### src/rtl/dac_config_scheduler.sv
// Queues host writes into a shadow bank and copies shadow -> live atomically in the idle wait state.
// Optional readback port of the live bank is enabled with `define DAC_CFG_READBACK_EN.
module dac_config_scheduler #(
  parameter logic [31:0] MS_WAIT    = 32'd99,
  parameter int unsigned FIFO_DEPTH = 4
) (
  input  logic         dataclk,
  input  logic         reset,
  input  logic [31:0]  main_state,
  input  logic         wr_valid,
  output logic         wr_ready,
  input  logic [2:0]   wr_dac,
  input  logic [1:0]   wr_field,
  input  logic [15:0]  wr_data,
  input  logic         commit_req,
  output logic         commit_pending,
  output logic         update_applied,
  output logic [7:0]   DAC_en,
  output logic [23:0]  DAC_gain,
  output logic [55:0]  DAC_noise_suppress,
  output logic [127:0] DAC_thrsh,
  output logic [7:0]   DAC_thrsh_pol,
  output logic [15:0]  HPF_coefficient,
  output logic         HPF_en
`ifdef DAC_CFG_READBACK_EN
  ,
  input  logic [2:0]   rd_dac,
  input  logic [1:0]   rd_field,
  output logic [15:0]  rd_data
`endif
);

  localparam int unsigned PW = (FIFO_DEPTH > 1) ? $clog2(FIFO_DEPTH) : 1;
  localparam int unsigned CW = PW + 1;

  typedef struct packed {
    logic [2:0]  dac;
    logic [1:0]  fld;
    logic [15:0] data;
  } entry_t;

  typedef enum logic [1:0] {S_IDLE, S_DRAIN, S_ARMED} state_t;

  entry_t        fifo_mem_q [FIFO_DEPTH];
  logic [PW-1:0] wr_ptr_q, rd_ptr_q;
  logic [CW-1:0] count_q;
  logic [CW-1:0] drain_cnt_q;
  state_t        state_q;
  logic          pending_q;
  logic          applied_q;

  logic          sh_en_q    [8];
  logic [2:0]    sh_gain_q  [8];
  logic [6:0]    sh_noise_q [8];
  logic [15:0]   sh_thr_q   [8];
  logic          sh_pol_q   [8];
  logic [15:0]   sh_coef_q;
  logic          sh_hpf_en_q;

  logic          lv_en_q    [8];
  logic [2:0]    lv_gain_q  [8];
  logic [6:0]    lv_noise_q [8];
  logic [15:0]   lv_thr_q   [8];
  logic          lv_pol_q   [8];
  logic [15:0]   lv_coef_q;
  logic          lv_hpf_en_q;

  logic   push, pop;
  entry_t fifo_head;

  assign wr_ready  = (count_q < CW'(FIFO_DEPTH));
  assign push      = wr_valid && wr_ready;
  assign fifo_head = fifo_mem_q[rd_ptr_q];

  // While draining, only entries counted at commit time may leave the queue.
  always_comb begin
    pop = 1'b0;
    case (state_q)
      S_IDLE:  pop = (count_q != '0);
      S_DRAIN: pop = (drain_cnt_q != '0);
      default: pop = 1'b0;
    endcase
  end

  always_ff @(posedge dataclk) begin
    if (push) fifo_mem_q[wr_ptr_q] <= {wr_dac, wr_field, wr_data};
  end

  always_ff @(posedge dataclk) begin
    if (reset) begin
      wr_ptr_q <= '0;
      rd_ptr_q <= '0;
      count_q  <= '0;
    end else begin
      if (push) wr_ptr_q <= wr_ptr_q + PW'(1);
      if (pop)  rd_ptr_q <= rd_ptr_q + PW'(1);
      count_q <= count_q - CW'(pop) + CW'(push);
    end
  end

  always_ff @(posedge dataclk) begin
    if (reset) begin
      state_q     <= S_IDLE;
      drain_cnt_q <= '0;
      pending_q   <= 1'b0;
      applied_q   <= 1'b0;
      for (int i = 0; i < 8; i++) begin
        sh_en_q[i]    <= 1'b0;
        sh_gain_q[i]  <= 3'd0;
        sh_noise_q[i] <= 7'd0;
        sh_thr_q[i]   <= 16'h8000;
        sh_pol_q[i]   <= 1'b0;
        lv_en_q[i]    <= 1'b0;
        lv_gain_q[i]  <= 3'd0;
        lv_noise_q[i] <= 7'd0;
        lv_thr_q[i]   <= 16'h8000;
        lv_pol_q[i]   <= 1'b0;
      end
      sh_coef_q   <= 16'd0;
      sh_hpf_en_q <= 1'b0;
      lv_coef_q   <= 16'd0;
      lv_hpf_en_q <= 1'b0;
    end else begin
      applied_q <= 1'b0;
      if (pop) begin
        case (fifo_head.fld)
          2'd0: begin
            sh_en_q[fifo_head.dac]    <= fifo_head.data[0];
            sh_gain_q[fifo_head.dac]  <= fifo_head.data[3:1];
            sh_noise_q[fifo_head.dac] <= fifo_head.data[10:4];
            sh_pol_q[fifo_head.dac]   <= fifo_head.data[11];
          end
          2'd1:    sh_thr_q[fifo_head.dac] <= fifo_head.data;
          2'd2:    sh_coef_q <= fifo_head.data;
          default: sh_hpf_en_q <= fifo_head.data[0];
        endcase
      end
      case (state_q)
        S_IDLE: begin
          if (commit_req) begin
            pending_q   <= 1'b1;
            state_q     <= S_DRAIN;
            // Same-cycle push belongs to this commit; same-cycle pop is already gone.
            drain_cnt_q <= count_q - CW'(pop) + CW'(push);
          end
        end
        S_DRAIN: begin
          if (drain_cnt_q != '0)    drain_cnt_q <= drain_cnt_q - CW'(1);
          if (drain_cnt_q <= CW'(1)) state_q    <= S_ARMED;
        end
        S_ARMED: begin
          if (main_state == MS_WAIT) begin
            lv_en_q     <= sh_en_q;
            lv_gain_q   <= sh_gain_q;
            lv_noise_q  <= sh_noise_q;
            lv_thr_q    <= sh_thr_q;
            lv_pol_q    <= sh_pol_q;
            lv_coef_q   <= sh_coef_q;
            lv_hpf_en_q <= sh_hpf_en_q;
            applied_q   <= 1'b1;
            pending_q   <= 1'b0;
            state_q     <= S_IDLE;
          end
        end
        default: state_q <= S_IDLE;
      endcase
    end
  end

  for (genvar gi = 0; gi < 8; gi++) begin : g_out
    assign DAC_en[gi]                  = lv_en_q[gi];
    assign DAC_gain[3*gi +: 3]         = lv_gain_q[gi];
    assign DAC_noise_suppress[7*gi +: 7] = lv_noise_q[gi];
    assign DAC_thrsh[16*gi +: 16]      = lv_thr_q[gi];
    assign DAC_thrsh_pol[gi]           = lv_pol_q[gi];
  end

  assign HPF_coefficient = lv_coef_q;
  assign HPF_en          = lv_hpf_en_q;
  assign commit_pending  = pending_q;
  assign update_applied  = applied_q;

`ifdef DAC_CFG_READBACK_EN
  logic [15:0] rd_data_q;

  always_ff @(posedge dataclk) begin
    if (reset) begin
      rd_data_q <= 16'd0;
    end else begin
      case (rd_field)
        2'd0:    rd_data_q <= {4'd0, lv_pol_q[rd_dac], lv_noise_q[rd_dac],
                               lv_gain_q[rd_dac], lv_en_q[rd_dac]};
        2'd1:    rd_data_q <= lv_thr_q[rd_dac];
        2'd2:    rd_data_q <= lv_coef_q;
        default: rd_data_q <= {15'd0, lv_hpf_en_q};
      endcase
    end
  end

  assign rd_data = rd_data_q;
`endif

endmodule
### config.mk
export PLATFORM = sky130hd
export DESIGN_NAME = dac_config_scheduler
export DESIGN_NICKNAME = d
export VERILOG_FILES = /design/src/rtl/dac_config_scheduler.sv
export SDC_FILE = /design/constraint.sdc
export NUM_CORES = 1
export LEC_CHECK = 0
export ABC_AREA = 1
export BUFFER_PORTS_ARGS = -buffer_cell sky130_fd_sc_hd__buf_2
export CORE_MARGIN = 10
export CORE_UTILIZATION = 55
export CTS_CLUSTER_DIAMETER = 80
export DETAILED_ROUTE_END_ITERATION = 10
export GPL_ROUTABILITY_DRIVEN = 1
export GPL_TIMING_DRIVEN = 0
export PLACE_DENSITY_LB_ADDON = 0.05
export SETUP_SLACK_MARGIN = 0.5
export SYNTH_ARGS = -nofsm -noshare
export SYNTH_HDL_FRONTEND = slang
export SYNTH_SLANG_ARGS = --single-unit
### constraint.sdc
create_clock -name dataclk -period 3.35 [get_ports dataclk]
set_input_delay 0.67 -clock dataclk [delete_from_list [all_inputs] [get_ports dataclk]]
set_output_delay 0.67 -clock dataclk [all_outputs]
set_load 0.1 [all_outputs]
# Word level (Yosys, flattened, before mapping)

Memories as Yosys holds them, arrays and structs flattened. A register that Yosys moved wholly into a read port is not among the register bits.
Index checks and enable logic that the tools add are counted.

Bits in registers: 496
RAM bits: 84
Input port bits: 57
Output and inout bits: 244
Word-level logic and storage cells: 160
Memories kept: 1

Memories:

| name       | depth | width | read ports | clocked after Yosys merged registers in | write ports | line | text |
|---|---|---|---|---|---|---|---|
| fifo_mem_q | 4     | 21    | 1          | 1                                       | 1           | 44   | `entry_t fifo_mem_q [FIFO_DEPTH];` |

Add/subtract/negate cells: 5
$lt $le $gt $ge: 4
Equal/unequal tests: 9
Muxes and demuxes: 29
Bitwise operators: 3
Reductions and logical operators: 18

Operator list:

| cell                | number |
|---|---|
| $bwmux 128          | 1 |
| $bwmux 56           | 1 |
| $demux 16 s3        | 1 |
| $eq 32x7->1 const B | 1 |
| $bwmux 24           | 1 |
| $demux 7 s3         | 1 |
| $bwmux 8            | 2 |
| $mux 16             | 1 |
| $mux 2              | 5 |
| $reduce_and 2->1    | 5 |
| $demux 3 s3         | 1 |
| $mux 3              | 3 |
| $reduce_and 3->1    | 3 |
| $ne 2x2->1 const B  | 4 |
| $mux 7              | 1 |
| $mux 1              | 6 |
| $pmux 2 s3          | 1 |
| $pmux 3 s2          | 1 |
| $reduce_bool 3->1   | 2 |
| $add 2x1->2 const B | 2 |
| $eq 2x1->1 const B  | 2 |
| $eq 2x2->1 const B  | 2 |
| $ge 4x4->1 const B  | 1 |
| $logic_not 2->1     | 2 |
| 14 further kinds    | 18 |

# Depth between registers and ports, before layout

Depth in word-level cells: 6
Mapped depth: 14
Mapped depth without buffers: 13

# Least setup slack after synthesis

No wires, ideal clock.

Path kind: register to register
From: register count_q[2]
To: memory fifo_mem_q[0][0] (netlist bit) (enable)
Library setup time: 0.399 ns
Arrival time: 2.242 ns
Required time: 2.951 ns
Slack: 0.709 ns
Cell stages (with the launch flop): 4
Buffers on the path: 0
Clock period less this slack: 2.641 ns
Cell sequence: dfxtp_1 inv_1 nand2_1 nor2_1

Cells in the longest elaborated chain, start to end: 4

RTL lines:

| what                         | line | text |
|---|---|---|
| start, declared              | 46   | `logic [CW-1:0] count_q;` |
| start signal, assigned       | 97   | `count_q <= count_q - CW'(pop) + CW'(push);` |
| $lt 3x3->1                   | 71   | `assign wr_ready = (count_q < CW'(FIFO_DEPTH));` |
| via wr_ready                 | 11   | `output logic wr_ready,` |
| $logic_and 1x1->1            | 72   | `assign push = wr_valid && wr_ready;` |
| $mux 1                       | 86   | `if (push) fifo_mem_q[wr_ptr_q] <= {wr_dac, wr_field, wr_data};` |
| $mux 1 (implied by the code) | 86   |  |
| end, declared                | 44   |  |

The timed path passes the listed nets, and every way through them passes these cells.

==> run_summary.xml <==
<?xml version="1.0" encoding="UTF-8"?>
<metrics>
  <group name="outcome">
    <metric name="status" unit="">finished, final reports clean</metric>
  </group>
  <group name="global_route">
    <metric name="pin_count_of_the_biggest_net_entering_global_routing" unit="">17</metric>
    <metric name="met3_usage_in_global_routing" unit="">0.0540</metric>
    <metric name="grtUsageMet1" unit="">0.357</metric>
    <metric name="globalRouteTotalUtil" unit="">0.269</metric>
    <metric name="grt_remaining_overflow" unit="">0</metric>
    <metric name="via_count_of_the_first_global_routing_pass" unit="">20375</metric>
    <metric name="globalRoute.busiestLayer" unit="">met2</metric>
    <metric name="antenna_violations_before_repair" unit="">5</metric>
    <metric name="globalRouteMet2Util" unit="">0.421</metric>
    <metric name="global_route_wire_length_before_repair" unit="mm">112</metric>
  </group>
  <group name="sta">
    <metric name="tightest_slew" unit="ns">1.19</metric>
    <metric name="min_period" unit="ns">2.78</metric>
    <metric name="fin_worst_setup_slack" unit="ns">0.573</metric>
    <metric name="relSlewSlack" unit="">0.207</metric>
    <metric name="final-max-slew-violation-count" unit="">0</metric>
    <metric name="fin_worst_skew" unit="ns">0.0208</metric>
    <metric name="rsz0062_at_grt" unit="">false</metric>
    <metric name="final.period_utilization" unit="">0.829</metric>
    <metric name="setup_viol" unit="">0</metric>
    <metric name="final_hold_violating_endpoints" unit="">0</metric>
    <metric name="max_freq" unit="GHz">0.360</metric>
  </group>
  <group name="hold_path">
    <metric name="holdPathStages" unit="">1</metric>
    <metric name="worst_hold_startpoint" unit="">wr_data[10]</metric>
    <metric name="hold_path_end" unit="">fifo_mem_q[3][10]</metric>
    <metric name="hold_path.class" unit="">input pin to flop</metric>
  </group>
  <group name="job">
    <metric name="maxCapViolations" unit="">0</metric>
  </group>
  <group name="placement">
    <metric name="post-place-cells" unit="">4085</metric>
    <metric name="place_worst_setup_slack" unit="ns">-0.0616</metric>
    <metric name="dp_hpwl" unit="mm">54.2</metric>
    <metric name="buffers_added_on_ports" unit="">300</metric>
    <metric name="routabilityCongestion" unit="">0.903</metric>
  </group>
  <group name="critical_path">
    <metric name="cp-end-kind" unit="">flop</metric>
    <metric name="timing.reg2reg.worst_path_depth" unit="">8</metric>
    <metric name="worst_path_dominant_cell_family" unit="">buffers and inverters</metric>
    <metric name="startpoint_type" unit="">flop</metric>
    <metric name="cp_peak_stage_delay" unit="ns">0.61</metric>
    <metric name="crit_path_cell_trace" unit="">inv_2 &gt; buf_2 &gt; buf_2 &gt; nand3_1 &gt; nand2_1 &gt; inv_1 &gt; nor2_1 &gt; nor2_1</metric>
    <metric name="timing.setup.critical_path_class" unit="">flop to flop</metric>
    <metric name="crit_required" unit="ns">3.86</metric>
    <metric name="critical_path_arrival" unit="ns">3.29</metric>
    <metric name="rrSetupSlack" unit="ns">0.57</metric>
    <metric name="slowest_stage" unit="">nand2_1</metric>
    <metric name="critPathBufInv" unit="">4</metric>
    <metric name="path_max_fanout" unit="">10</metric>
    <metric name="worst_r2r_endpoint" unit="">sh_thr_q[72]</metric>
  </group>
  <group name="die">
    <metric name="initial_core_util" unit="">0.555</metric>
    <metric name="boundaryPins" unit="">301</metric>
    <metric name="floorplan.die.width" unit="um">228</metric>
    <metric name="design.core.area" unit="sq um">42900</metric>
    <metric name="die_h" unit="um">228</metric>
    <metric name="die-area" unit="sq um">52000</metric>
    <metric name="placementRows" unit="">76</metric>
  </group>
  <group name="finish">
    <metric name="areaGrowthSynthToFinish" unit="%">18.3</metric>
    <metric name="diodes" unit="">0</metric>
    <metric name="fin_cells" unit="">4191</metric>
    <metric name="drive_above_1_share" unit="">0.150</metric>
    <metric name="finish.net_count" unit="">3626</metric>
    <metric name="final.fill_count" unit="">3811</metric>
  </group>
  <group name="routing">
    <metric name="drt_first_iter_violations" unit="">1842</metric>
    <metric name="drt-total-wl" unit="mm">73.7</metric>
    <metric name="vias_per_cell" unit="">5.26</metric>
    <metric name="detail_route.first_pass.iterations" unit="">7</metric>
    <metric name="drc" unit="">0</metric>
    <metric name="route.detailed.wl_per_inst" unit="um">17.6</metric>
    <metric name="route.vias.total" unit="">22040</metric>
    <metric name="detail-route-antenna-nets" unit="">0</metric>
  </group>
  <group name="power">
    <metric name="p_per_area" unit="nW/um^2">705</metric>
    <metric name="power.total" unit="W">0.0199</metric>
    <metric name="vdd.ir_drop.worst" unit="mV">0.610</metric>
    <metric name="power.leakage" unit="nW">13.3</metric>
  </group>
  <group name="yosys">
    <metric name="synth-seq-area-share" unit="">0.525</metric>
    <metric name="postSynthRegisterBits" unit="">582</metric>
    <metric name="netlist_area" unit="sq um">23800</metric>
    <metric name="synth.lib_cells_used.distinct" unit="">33</metric>
    <metric name="count_of_yosys_warnings_during_synthesis" unit="">0</metric>
    <metric name="synth_cells" unit="">3196</metric>
    <metric name="synthesis.nets" unit="">3263</metric>
    <metric name="post_synth.cell_area_avg" unit="sq um">7.45</metric>
  </group>
  <group name="clocking">
    <metric name="cts-hold-fix-buffers" unit="">0</metric>
    <metric name="clkLatencyLatePin" unit="ns">0.62</metric>
    <metric name="cts.sink_count" unit="">582</metric>
    <metric name="cts_tree" unit="">built</metric>
    <metric name="cts_htree_levels" unit="">2</metric>
    <metric name="clkSlewWorstSetupHoldPaths" unit="ns">0.06</metric>
    <metric name="clock_path_buffers" unit="">3</metric>
    <metric name="number_of_buffers_created_by_cts" unit="">57</metric>
    <metric name="cts_root_buffer" unit="">clkbuf_16</metric>
  </group>
</metrics>
[how the worst max path moves through the flow]
stage | start | end | slack, ns | depth (start not counted)
2_1_floorplan | count_q[2] | fifo_mem_q[0][0] | 0.71 | 3
3_3_place_gp | main_state[17] | DAC_thrsh[0] | -0.21 | 11
3_5_place_dp | main_state[17] | DAC_thrsh[0] | -0.06 | 11
4_1_cts | main_state[17] | DAC_thrsh[30] | 0.57 | 11
5_1_grt | flop | sh_thr_q[72] | 0.50 | 8
6_report | flop | sh_thr_q[72] | 0.57 | 8
[routing by layer]
metal	vias to the layer above	wire length (um)
met5	-	40
met4	6	2860
met2	881	32500
met3	145	6150
met1	10224	32100
li1	10784	-
[cell families after synthesis]
group           after synthesis  synth area share
xor+xnor                      3           0.00110
simple gates               1929             0.341
buf+inv                     418            0.0732
flops                       582             0.525
compound gates              254            0.0538
fa+ha+maj                    10           0.00557
[stage by stage]
step,hold WS (ns),utilization,TNS [ns],cell area [sq um]
finish,0.264,0.657,0,28200
global route,0.258,0.657,0,28200
CTS,0.235,0.656,0,28100
detailed placement,0.441,0.609,-0.256,26100
global placement,0.430,0.607,-10.33,26000
floorplan,0.412,-,0,23800
[report_power, final]
part / internal, W / switching (W) / total [W]
Clock: 0.00421 / 0.00277 / 0.00699
Combinational: 0.00113 / 0.00389 / 0.00502
Sequential: 0.00762 / 0.000224 / 0.00785
[layout make-up]
type                       instances  area, sq um  share of cell area
buffer                           223         1010              0.0360
clock buffer                      79         1620              0.0575
clock inverter                    27          419              0.0149
inverter                         195          737              0.0262
multi-input combinational       2196         9580               0.340
sequential                       582        12500               0.444
tap                              585          732              0.0260
timing repair buffer             304         1560              0.0555
[timing repair]
action                                  in CTS  in global routing
cloned                                       0                  0
hold endpoints to repair                     0                  0
buffers inserted                             0                  0
endpoints found under the setup margin      10                100
resized for setup                            1                  3
[worst reg2reg max path, stage by stage (launching register included)]
cell,delay (ns)
dfxtp_1,0.38
inv_2,0.12
buf_2,0.28
buf_2,0.32
nand3_1,0.12
nand2_1,0.61
inv_1,0.50
nor2_1,0.28
nor2_1,0.07
[registers in the layout, summed over array words and instances, names as in the netlist, named ones only]
signal              flops
DAC_en                  8
DAC_gain               24
DAC_noise_suppress     56
DAC_thrsh             128
DAC_thrsh_pol           8
HPF_coefficient        16
HPF_en                  1
commit_pending          1
count_q                 3
drain_cnt_q             3
fifo_mem_q             84
rd_ptr_q                2
sh_coef_q              16
sh_en_q                 8
sh_gain_q              24
sh_hpf_en_q             1
sh_noise_q             56
sh_pol_q                8
sh_thr_q              128
state_q                 2
update_applied          1
wr_ptr_q                2
[layout by cell type (no fill, tap or decap), types with 5 or more instances in the layout]
cell type  count
o21ai_0       26
buf_4          6
edfxtp_1      84
bufinv_16     11
buf_2        392
a21oi_1      223
nand2_1      754
clkinv_2       9
nand3b_1      90
nand4_1        5
clkbuf_16     57
nor2_1       752
nor2_4         8
nand2_2       11
ha_1           9
nor2_2         8
dfxtp_1      498
clkbuf_1     123
inv_1        186
clkbuf_8      11
nand3_1      291
inv_2          6
buf_1          7
[cell usage after synthesis (all sizes together)]
cell type	count	area, sq um
a21boi	1	7.51
a211oi	1	7.51
a21oi	223	1120
nand4	5	31.3
clkinv	1	3.75
nand3b	90	676
a31oi	1	6.26
edfxtp	84	2520
o21bai	1	7.51
nand3	292	1470
clkbuf	114	428
xor2	3	26.3
dfxtp	498	9970
o21ai	26	130
nor3	3	15.0
ha	9	113
inv	194	733
buf	109	577
nor2	770	2990
nand2	769	2940
fa	1	20.0
o22ai	1	6.26
(Power assumes the default switching activity.)
